`config.mk`:
```
export PLATFORM = sky130hd
export DESIGN_NAME = x1spi_resp
export DESIGN_NICKNAME = d
export VERILOG_FILES = /design/src/rtl/x1spi_resp.sv
export SDC_FILE = /design/constraint.sdc
export NUM_CORES = 1
export LEC_CHECK = 0
export CORE_ASPECT_RATIO = 0.6
export CORE_UTILIZATION = 50
export CTS_CLUSTER_SIZE = 24
export DETAILED_ROUTE_END_ITERATION = 8
export PLACE_DENSITY = 0.75
export SKIP_LAST_GASP = 1
export SLEW_MARGIN = 25
export SYNTH_ARGS = -nofsm -noshare
export SYNTH_HDL_FRONTEND = slang
export SYNTH_SLANG_ARGS = --single-unit
```
`constraint.sdc`:
```
create_clock -name clk -period 1.95 [get_ports clk]
set_input_delay 0.39 -clock clk [delete_from_list [all_inputs] [get_ports clk]]
set_output_delay 0.39 -clock clk [all_outputs]
set_load 0.02 [all_outputs]
```
`src/rtl/x1spi_resp.sv`:
```
// Single-lane SPI mode-0 responder emulating a serial-flash target.
// Pins are oversampled in the clk domain; read bytes come from a request/data handshake.
module x1spi_resp #(
  parameter int         FAST_DUMMY = 1,
  parameter logic [7:0] ID_BYTE    = 8'hEF
) (
  input  logic        clk,
  input  logic        rst_n,
  input  logic        sclk,
  input  logic        cs_n,
  input  logic        mosi,
  output logic        miso,
  output logic        miso_oe,
  output logic        busy,
  output logic [7:0]  cmd,
  output logic        cmd_valid,
  output logic [23:0] addr,
  output logic        addr_valid,
  output logic        data_req,
  input  logic [7:0]  tx_data
);

  localparam logic [2:0] ST_IDLE   = 3'd0;
  localparam logic [2:0] ST_CMD    = 3'd1;
  localparam logic [2:0] ST_ADDR   = 3'd2;
  localparam logic [2:0] ST_DUMMY  = 3'd3;
  localparam logic [2:0] ST_DATA   = 3'd4;
  localparam logic [2:0] ST_IGNORE = 3'd5;

  localparam logic [2:0] DUMMY_LAST = 3'(FAST_DUMMY - 1);

  logic        sclk_s1_reg, sclk_s2_reg, sclk_s3_reg;
  logic        cs_s1_reg, cs_s2_reg, cs_s3_reg;
  logic        mosi_s1_reg, mosi_s2_reg;
  logic        valid_reg, armed_reg;
  logic [2:0]  state_reg;
  logic [2:0]  bit_cnt_reg, byte_cnt_reg;
  logic [22:0] sh_reg;
  logic [7:0]  tx_sh_reg;
  logic        req_d1_reg;
  logic        miso_reg, miso_oe_reg;
  logic [7:0]  cmd_reg;
  logic        cmd_valid_reg, addr_valid_reg, data_req_reg;
  logic [23:0] addr_reg;

  logic        cs_rise, cs_fall, sclk_rise, sclk_fall;
  logic [7:0]  cmd_in;
  logic [23:0] addr_in;

  always_ff @(posedge clk or negedge rst_n) begin
    if (!rst_n) begin
      sclk_s1_reg <= 1'b0; sclk_s2_reg <= 1'b0; sclk_s3_reg <= 1'b0;
      cs_s1_reg   <= 1'b1; cs_s2_reg   <= 1'b1; cs_s3_reg   <= 1'b1;
      mosi_s1_reg <= 1'b0; mosi_s2_reg <= 1'b0;
    end else begin
      sclk_s1_reg <= sclk;  sclk_s2_reg <= sclk_s1_reg; sclk_s3_reg <= sclk_s2_reg;
      cs_s1_reg   <= cs_n;  cs_s2_reg   <= cs_s1_reg;   cs_s3_reg   <= cs_s2_reg;
      mosi_s1_reg <= mosi;  mosi_s2_reg <= mosi_s1_reg;
    end
  end

  // A cs_n fall only counts once cs_n has been seen high after reset (armed_reg).
  assign cs_rise   = cs_s2_reg & ~cs_s3_reg;
  assign cs_fall   = ~cs_s2_reg & cs_s3_reg & armed_reg;
  assign sclk_rise = sclk_s2_reg & ~sclk_s3_reg & ~cs_s2_reg;
  assign sclk_fall = ~sclk_s2_reg & sclk_s3_reg & ~cs_s2_reg;
  assign cmd_in    = {sh_reg[6:0], mosi_s2_reg};
  assign addr_in   = {sh_reg, mosi_s2_reg};

  always_ff @(posedge clk or negedge rst_n) begin
    if (!rst_n) begin
      valid_reg      <= 1'b0;
      armed_reg      <= 1'b0;
      state_reg      <= ST_IDLE;
      bit_cnt_reg    <= 3'd0;
      byte_cnt_reg   <= 3'd0;
      sh_reg         <= 23'd0;
      tx_sh_reg      <= 8'd0;
      req_d1_reg     <= 1'b0;
      miso_reg       <= 1'b0;
      miso_oe_reg    <= 1'b0;
      cmd_reg        <= 8'h00;
      cmd_valid_reg  <= 1'b0;
      addr_reg       <= 24'h0;
      addr_valid_reg <= 1'b0;
      data_req_reg   <= 1'b0;
    end else begin
      cmd_valid_reg  <= 1'b0;
      addr_valid_reg <= 1'b0;
      data_req_reg   <= 1'b0;
      req_d1_reg     <= data_req_reg;
      valid_reg      <= 1'b1;
      if (valid_reg && cs_s1_reg) armed_reg <= 1'b1;
      if (cs_rise) begin
        state_reg    <= ST_IDLE;
        bit_cnt_reg  <= 3'd0;
        byte_cnt_reg <= 3'd0;
        miso_reg     <= 1'b0;
        miso_oe_reg  <= 1'b0;
        req_d1_reg   <= 1'b0;
      end else begin
        case (state_reg)
          ST_IDLE: begin
            if (cs_fall) begin
              state_reg    <= ST_CMD;
              bit_cnt_reg  <= 3'd0;
              byte_cnt_reg <= 3'd0;
            end
          end
          ST_CMD: begin
            if (sclk_rise) begin
              sh_reg      <= addr_in[22:0];
              bit_cnt_reg <= bit_cnt_reg + 3'd1;
              if (bit_cnt_reg == 3'd7) begin
                cmd_reg       <= cmd_in;
                cmd_valid_reg <= 1'b1;
                byte_cnt_reg  <= 3'd0;
                case (cmd_in)
                  8'h03, 8'h0B: state_reg <= ST_ADDR;
                  8'h9F, 8'h05: begin
                    state_reg    <= ST_DATA;
                    data_req_reg <= 1'b1;
                  end
                  default: state_reg <= ST_IGNORE;
                endcase
              end
            end
          end
          ST_ADDR: begin
            if (sclk_rise) begin
              sh_reg      <= addr_in[22:0];
              bit_cnt_reg <= bit_cnt_reg + 3'd1;
              if (bit_cnt_reg == 3'd7) begin
                if (byte_cnt_reg == 3'd2) begin
                  addr_reg       <= addr_in;
                  addr_valid_reg <= 1'b1;
                  byte_cnt_reg   <= 3'd0;
                  if (cmd_reg == 8'h0B) begin
                    state_reg <= ST_DUMMY;
                  end else begin
                    state_reg    <= ST_DATA;
                    data_req_reg <= 1'b1;
                  end
                end else begin
                  byte_cnt_reg <= byte_cnt_reg + 3'd1;
                end
              end
            end
          end
          ST_DUMMY: begin
            if (sclk_rise) begin
              bit_cnt_reg <= bit_cnt_reg + 3'd1;
              if (bit_cnt_reg == 3'd7) begin
                if (byte_cnt_reg == DUMMY_LAST) begin
                  state_reg    <= ST_DATA;
                  data_req_reg <= 1'b1;
                  byte_cnt_reg <= 3'd0;
                end else begin
                  byte_cnt_reg <= byte_cnt_reg + 3'd1;
                end
              end
            end
          end
          ST_DATA: begin
            if (sclk_fall) begin
              miso_reg  <= tx_sh_reg[7];
              tx_sh_reg <= {tx_sh_reg[6:0], 1'b0};
            end
            // Byte fetched by the previous data_req lands 2 clk after it.
            if (req_d1_reg) begin
              tx_sh_reg   <= (cmd_reg == 8'h9F) ? ID_BYTE : tx_data;
              miso_oe_reg <= 1'b1;
            end
            if (sclk_rise) begin
              bit_cnt_reg <= bit_cnt_reg + 3'd1;
              if (bit_cnt_reg == 3'd7) begin
                data_req_reg <= 1'b1;
                byte_cnt_reg <= byte_cnt_reg + 3'd1;
                if (cmd_reg == 8'h03 || cmd_reg == 8'h0B) addr_reg <= addr_reg + 24'd1;
              end
            end
          end
          ST_IGNORE: ;
          default: state_reg <= ST_IDLE;
        endcase
      end
    end
  end

  assign miso       = miso_reg;
  assign miso_oe    = miso_oe_reg;
  assign busy       = ~cs_s2_reg & armed_reg;
  assign cmd        = cmd_reg;
  assign cmd_valid  = cmd_valid_reg;
  assign addr       = addr_reg;
  assign addr_valid = addr_valid_reg;
  assign data_req   = data_req_reg;

endmodule
```
# Word-level counts from Yosys, hierarchy flattened
# Cells that the tools add are included.
# op_classes
n_addsub	3
n_eq_ne	33
n_mux	67
bitwise_logic	13
reduce_logical	25
# ops
operator	n
two-way mux 24 bit	6
two-way mux 3 bit	25
one-hot mux 24 bit (2 select lines)	1
!= test 3 bit (second input constant)	11
one-hot mux 3 bit (5 select lines)	2
two-way mux 1 bit	27
adder 24 x 1 -> 24 bit (second input constant)	1
two-way mux 8 bit	3
AND reduction 10 bit	2
== test 8 x 2 -> 1 bit (second input constant)	2
== test 8 x 4 -> 1 bit (second input constant)	2
== test 8 bit (second input constant)	2
!= test 2 bit (second input constant)	6
one-hot mux 3 bit (2 select lines)	2
nonzero test 2 bit	5
== test 3 x 2 -> 1 bit (second input constant)	3
== test 3 bit (second input constant)	3
AND reduction 3 bit	3
AND 1 bit	8
== test 8 x 3 -> 1 bit (second input constant)	1
AND reduction 8 bit	1
OR reduction 2 bit	4
adder 3 x 1 -> 3 bit (second input constant)	2
logical NOT 3 bit	2
other kinds (12)	17
# word_totals
register_bits	88
inputBits	13
out_inout_bits	38
elab_cells	164

# Logic depth before layout (Yosys ltp)
# Gate-level depths: netlist (run 1).
# depth
word_depth	7
depth_mapped	10

# Least setup slack after synthesis (run 1)
# Ideal clock, no wire load.
# synth_timing
path_kind	register -> register
start	reg addr_reg[0], in the netlist addr[0]
end	reg addr_reg[16], in the netlist addr[16]
setup_ns	0.121
arrival_time_ns	1.806
path_slack_ns	0.022
stages_incl_launch_ff	7
n_path_buf	0
synth_period_minus_slack_ns	1.928
path_cell_list	dfrtp_1 > ha_1 > nand3_2 > nor4_4 > and2_2 > a41oi_1 > o22a_1
# synth_between
elab_chain_cells	5
# synth_lines
item	line_no	source
start: declaration	44	logic [23:0] addr_reg;
start signal: assignment	135	addr_reg <= addr_in;
start signal: assignment	179	if (cmd_reg == 8'h03 || cmd_reg == 8'h0B) addr_reg <= addr_reg + 24'd1;
adder 24 x 1 -> 24 bit	179	
two-way mux 24 bit	179	
two-way mux 24 bit	176	if (bit_cnt_reg == 3'd7) begin
two-way mux 24 bit	174	if (sclk_rise) begin
one-hot mux 24 bit (2 select lines)	102	case (state_reg)
# No other way between the ends. The select of a mux whose other input is x is not followed.
# A chain may end at the register's enable or synchronous reset.

# Final worst setup path (run 1)
# layout_timing
start	reg addr_reg[12], in the netlist addr[12]
end	out addr[12]
# layout_lines
item	line_no	source
end: declaration	17	output logic [23:0] addr,
# No word-level cell between the ends.

==> flow_summary.json, run 1 <==
{
  "status": "finished clean",
  "synth_seq_cells": 88,
  "gp_congestion": 0.915,
  "setup_tns_ns": 0,
  "hp-class": "reg -> reg",
  "initial_core_util_pct": 52.2,
  "placed_cells": 590,
  "min_period_ns": 1.90,
  "layout_commonest_cell": "dfrtp_1",
  "netlist_area_mm2": 0.00450,
  "seq_area_frac_synth_pct": 49.0,
  "clockRootBuffer": "clkbuf_16",
  "powerDensity_mw_per_mm2": 914,
  "htree_levels": 3,
  "die_w_um": 125,
  "clock_latency_ns": 0.36,
  "synth.distinct_cells": 73,
  "largest_reg_flops": 24,
  "crit_family": "buffers and inverters",
  "dp_hpwl_um": 7400,
  "post-route-period-util_pct": 97.5,
  "wl_um": 11200,
  "yosysTopAreaCellShare_pct": 47.2,
  "leakagePower_nw": 2.52,
  "io_buffers": 50,
  "grt_antenna_before_repair": 0,
  "grt_pass1_wl_um": 17900,
  "cts.path.max_buffers": 2,
  "n_antenna_cell": 0,
  "critPathBufInv": 1,
  "grt_max_degree": 33,
  "postRouteAntennaNets": 0,
  "ir_worst_vdd_mv": 0.463,
  "stdcell_count": 612,
  "die-height_um": 75.5,
  "grt_overflow_total": 0,
  "tritoncts": "yes",
  "cp-start-kind": "flop",
  "num_vias": 3725,
  "clock_sinks": 88,
  "yosys.area.top_type": "dfrtp_1",
  "layout_common_cells": "83 x dfrtp_1, 48 x clkdlybuf4s50_1, 33 x a21oi_1",
  "setup_violations": 0,
  "grt_util_all_layers_pct": 24.9,
  "ios": 51,
  "core-area_mm2": 0.00862,
  "fin_util_pct": 66.5,
  "area_delta_synth_final_pct": 27.2,
  "finalMaxSlewViolations": 0,
  "rows": 26,
  "hold_start": "sclk_s1_reg",
  "wl_per_cell_um": 18.3,
  "dieArea_mm2": 0.00940,
  "final_area_mm2": 0.00573,
  "finalHoldViolations": 0,
  "fin_worst_skew_ns": 0.0102,
  "placed_area_mm2": 0.00531,
  "syn-mean-instance-area_um2": 10.7,
  "drc": 0,
  "cp_slowest_cell": "clkdlybuf4s50_1",
  "detail_route.vias_per_cell": 6.09,
  "synth-edff-count": 0,
  "synthCells": 420,
  "drv_cap": 0,
  "async_flop_share_pct": 100,
  "hold_ws_ns": 0.357,
  "crit_fanout": 8,
  "slowest_delay_ns": 0.66,
  "worstPathCellList": "clkdlybuf4s50_1",
  "max_freq_mhz": 526,
  "ys.flop_type": "dfrtp_1",
  "required_ns": 1.56,
  "arrival_ns": 1.51,
  "synth.net_count": 439,
  "clkTransAtPathRegs_ns": 0.07,
  "layout-drive-gt1-share_pct": 22.6,
  "first_iter_violations": 453,
  "critPathKind": "reg -> out",
  "rsz0062_at_grt": "false",
  "critPathCaptureType": "primary output",
  "cp-startpoint": "addr[12]",
  "synth.area.top_cells": "dfrtp_1 47%, mux2_2 6.3%, a21oi_1 3.7%",
  "drt-pass1-iter-count": 8,
  "layout.nets": 514,
  "cts_inserted_buffers": 9,
  "yosys_warnings": 0,
  "r2r_start": "bit_cnt_reg[0]",
  "grt_pass1_vias": 3394
}
## cell type report
cell class | count | area (um2)
Fill cell | 624 | 2890
Sequential cell | 88 | 2210
Multi-Input combinational cell | 291 | 2120
Timing Repair Buffer | 87 | 887
Clock buffer | 10 | 239
Tap cell | 112 | 140
Inverter | 18 | 70.1
Clock inverter | 6 | 67.6
## per-layer routing
| layer | up-vias | global-route usage, % | part of all wire [%] |
|---|---|---|---|
| met4 | 0 | 9.50 | 1.7 |
| met1 | 1838 | 36.5 | 49 |
| li1 | 1710 | - | - |
| met5 | - | 0 | 0 |
| met3 | 20 | 6.11 | 7.0 |
| met2 | 157 | 36.0 | 43 |
## worst paths after layout
path | end | slack [ns] | cells past startpoint
max in group asynchronous | cs_s1_reg | 0.83 | 3
max | addr[12] | 0.05 | 1
max reg2reg | byte_cnt_reg[1] | 0.08 | 7
min | sclk_s2_reg | 0.36 | 0
min in group asynchronous | addr[22] | 0.54 | 2
min reg2reg | sclk_s2_reg | 0.36 | 0
## logic make-up after synthesis
family,share of synthesized area [%]
compound gates,18.7
fa+ha+maj,1.67
xor+xnor,0.194
flops,49.0
other cells,0.0833
buf+inv,4.64
simple gates,16.6
mux,9.14
## power by group
part | switching [mW] | total [mW] | internal, mW
Combinational | 0.707 | 1.27 | 0.561
Clock | 0.753 | 1.78 | 1.03
Sequential | 0.181 | 2.19 | 2.00
## Yosys cell counts (4+ instances only)
library cell and count:
clkbuf_1 4, o21ai_0 26, nor2b_1 5, nand2b_1 6, ha_1 6, a31o_2 4, inv_1 17, mux2_2 25
o211ai_1 8, a21oi_1 33, a2bb2oi_1 6, o22a_1 6, nand2_1 23, buf_2 11, mux2_1 8, nand3b_1 6
nand4_1 4, o22ai_1 8, nand3_1 17, buf_4 5, a31oi_1 5, nor2_1 25, mux2i_1 4, and3_1 5
dfrtp_1 85
## per-stage QoR
step | power, mW | setup slack (ns)
after floorplan | 2.99 | 0.0222
after global placement | 3.32 | 0.0502
after detailed placement | 3.38 | -0.0284
after CTS | 5.19 | -0.00546
after global routing | 5.48 | 0.00108
final | 5.24 | 0.0496
## what timing repair did
item / in CTS / in global routing
cloned: 0 / 2
setup buffers: 0 / 3
resized for setup: 3 / 7
hold endpoints to repair: 27 / 0
setup endpoints to repair: 6 / 27
pin swaps: 1 / 1
hold buffers: 1 / 0
(Power assumes the default switching activity.)
==> inputs of run 2 (changes only) <==
- RECOVER_POWER: unset -> 100
==> run 2 against run 1 <==
  * Power down 0.47%
  * Clock skew up 0.00061 ns
  * Global-route usage unchanged
  * Critical path depth unchanged
  * First-iteration DRC count up 15%
  * Maximum frequency up 0.22%
  * Setup slack better by 0.0041 ns
  * Die area unchanged
  * Wire length down 0.20%
  * Non-clock buffer count unchanged
  * Cell area down 0.79%
  * Critical path type unchanged
  * Critical endpoint unchanged
==> flow_summary.json, run 2 (synthesis results as in run 1) <==
{
  "cts.path.max_buffers": 2,
  "crit_family": "buffers and inverters",
  "ios": 51,
  "clock_sinks": 88,
  "leakagePower_nw": 2.58,
  "top_layer": "met4",
  "worstHoldEndpoint": "mosi_s2_reg",
  "r2r_end": "byte_cnt_reg[1]",
  "whs_path_depth": 0,
  "grt_pass1_wl_um": 17900,
  "dieArea_mm2": 0.00940,
  "critPathBufInv": 1,
  "grt_pass1_vias": 3394,
  "reg2reg_slack_ns": 0.08,
  "fin_ws_ns": 0.0537,
  "layout-drive-gt1-share_pct": 22.2,
  "ir_worst_vdd_mv": 0.462,
  "critPathKind": "reg -> out",
  "rows": 26,
  "area_delta_synth_final_pct": 26.2,
  "min_period_ns": 1.90,
  "htree_levels": 3,
  "max_freq_mhz": 527,
  "wl_um": 11200,
  "dp_hpwl_um": 7400,
  "required_ns": 1.56,
  "drc": 0,
  "hold_start": "mosi_s1_reg",
  "wl_met1_um": 5490,
  "layout_common_cells": "83 x dfrtp_1, 33 x a21oi_1, 26 x o21ai_0, 26 x dlygate4sd3_1",
  "detail_route.vias_per_cell": 6.09,
  "num_vias": 3726,
  "layout_commonest_cell": "dfrtp_1",
  "die_w_um": 125,
  "hp-class": "reg -> reg",
  "first_iter_violations": 519,
  "postRouteAntennaNets": 0,
  "crit_fanout": 8,
  "grt_overflow_total": 0,
  "grt_util_all_layers_pct": 24.9,
  "post-route-period-util_pct": 97.2,
  "gp_congestion": 0.915,
  "setup_violations": 0,
  "slowest_delay_ns": 0.66,
  "critPathCaptureType": "primary output",
  "relSlewSlack_pct": 45.9,
  "placed_area_mm2": 0.00531,
  "ff2ff_path_depth": 7,
  "arrival_ns": 1.51,
  "tritoncts": "yes",
  "powerDensity_mw_per_mm2": 917,
  "grt_max_degree": 33,
  "cp-start-kind": "flop",
  "clkTransAtPathRegs_ns": 0.06,
  "layout.nets": 514,
  "grt_antenna_before_repair": 0,
  "largest_reg_flops": 24,
  "rsz0062_at_grt": "false",
  "worst_slew_pin_slew_ns": 0.811,
  "met3_wirelength_um": 792,
  "dp_slack_ns": -0.0284,
  "wl_per_cell_um": 18.3,
  "clock_latency_ns": 0.36,
  "p_total_mw": 5.21,
  "fillers": 632,
  "core-area_mm2": 0.00862,
  "worstPathCellList": "clkdlybuf4s50_1",
  "die-height_um": 75.5,
  "setup_tns_ns": 0,
  "met2WireLength_um": 4720,
  "finalMaxSlewViolations": 0,
  "cp_slowest_cell": "clkdlybuf4s50_1",
  "status": "finished clean",
  "finalHoldViolations": 0,
  "r2r_start": "bit_cnt_reg[0]",
  "initial_core_util_pct": 52.2,
  "drv_cap": 0,
  "drt-pass1-iter-count": 8,
  "n_antenna_cell": 0,
  "fin_worst_skew_ns": 0.0109,
  "cts_inserted_buffers": 9,
  "io_buffers": 50,
  "clockRootBuffer": "clkbuf_16",
  "final_area_mm2": 0.00568
}
run 2: changes by cell type in the layout (fill, tap and decap cells not counted):
cell | before | now
and2_0 | 0 | 1
and2_1 | 2 | 1
buf_12 | 6 | 4
buf_4 | 29 | 24
clkbuf_1 | 0 | 1
clkbuf_2 | 0 | 4
clkbuf_4 | 0 | 2
clkdlybuf4s50_1 | 48 | 23
dlygate4sd3_1 | 1 | 26
o221ai_1 | 1 | 2
o221ai_2 | 1 | 0
run 2: timing repair:
action	in CTS	in global routing
endpoints found under the setup margin	6	27
cloned	0	2
gates resized for setup	3	7
hold endpoints to repair	27	0
hold buffers	1	0
pin swaps	1	1
setup buffers	0	3
run 2: cell type report:
cell class	instances	area, um2	area share (%)
Clock buffer	10	239	4.20
Clock inverter	6	67.6	1.19
Inverter	18	70.1	1.23
Multi-Input combinational cell	291	2110	37.1
Sequential cell	88	2210	38.9
Tap cell	112	140	2.47
Timing Repair Buffer	87	848	14.9
run 2: how the worst max path moves through the flow:
stage / from / cells after the start / end
2_1_floorplan: addr[0] / 6 / addr[16]
3_3_place_gp: bit_cnt_reg[0] / 7 / byte_cnt_reg[1]
3_5_place_dp: bit_cnt_reg[0] / 7 / byte_cnt_reg[1]
4_1_cts: state_reg[1] / 6 / addr[15]
5_1_grt: bit_cnt_reg[0] / 9 / addr[17]
6_report: addr[12] / 1 / addr[12]
run 2: through the flow:
stage	util, %	hold WS (ns)	cells
4_1_cts	65.4	0.357	607
3_5_place_dp	61.6	0.338	590
5_1_grt	65.9	0.359	612
6_report	65.9	0.357	612
2_1_floorplan	-	0.0944	420
3_3_place_gp	61.6	0.335	590
run 2: power breakdown:
part           switching (mW)  internal [mW]
sequential              0.183           2.00
clock                   0.749           1.03
combinational           0.702          0.544
total                    1.63           3.58
run 2: layer usage:
layer,global-route usage [%],vias to the layer above
met5,0,-
met4,9.50,0
met3,6.11,20
met2,36.0,171
met1,36.5,1824
li1,-,1711
run 2: worst reg2reg max path, stage by stage, from the launching register on:
cell	delay [ns]
dfrtp_1	0.39
ha_1	0.20
ha_2	0.19
nand4bb_4	0.13
a2bb2o_4	0.25
a211oi_4	0.22
nor2b_2	0.10
a32o_1	0.27
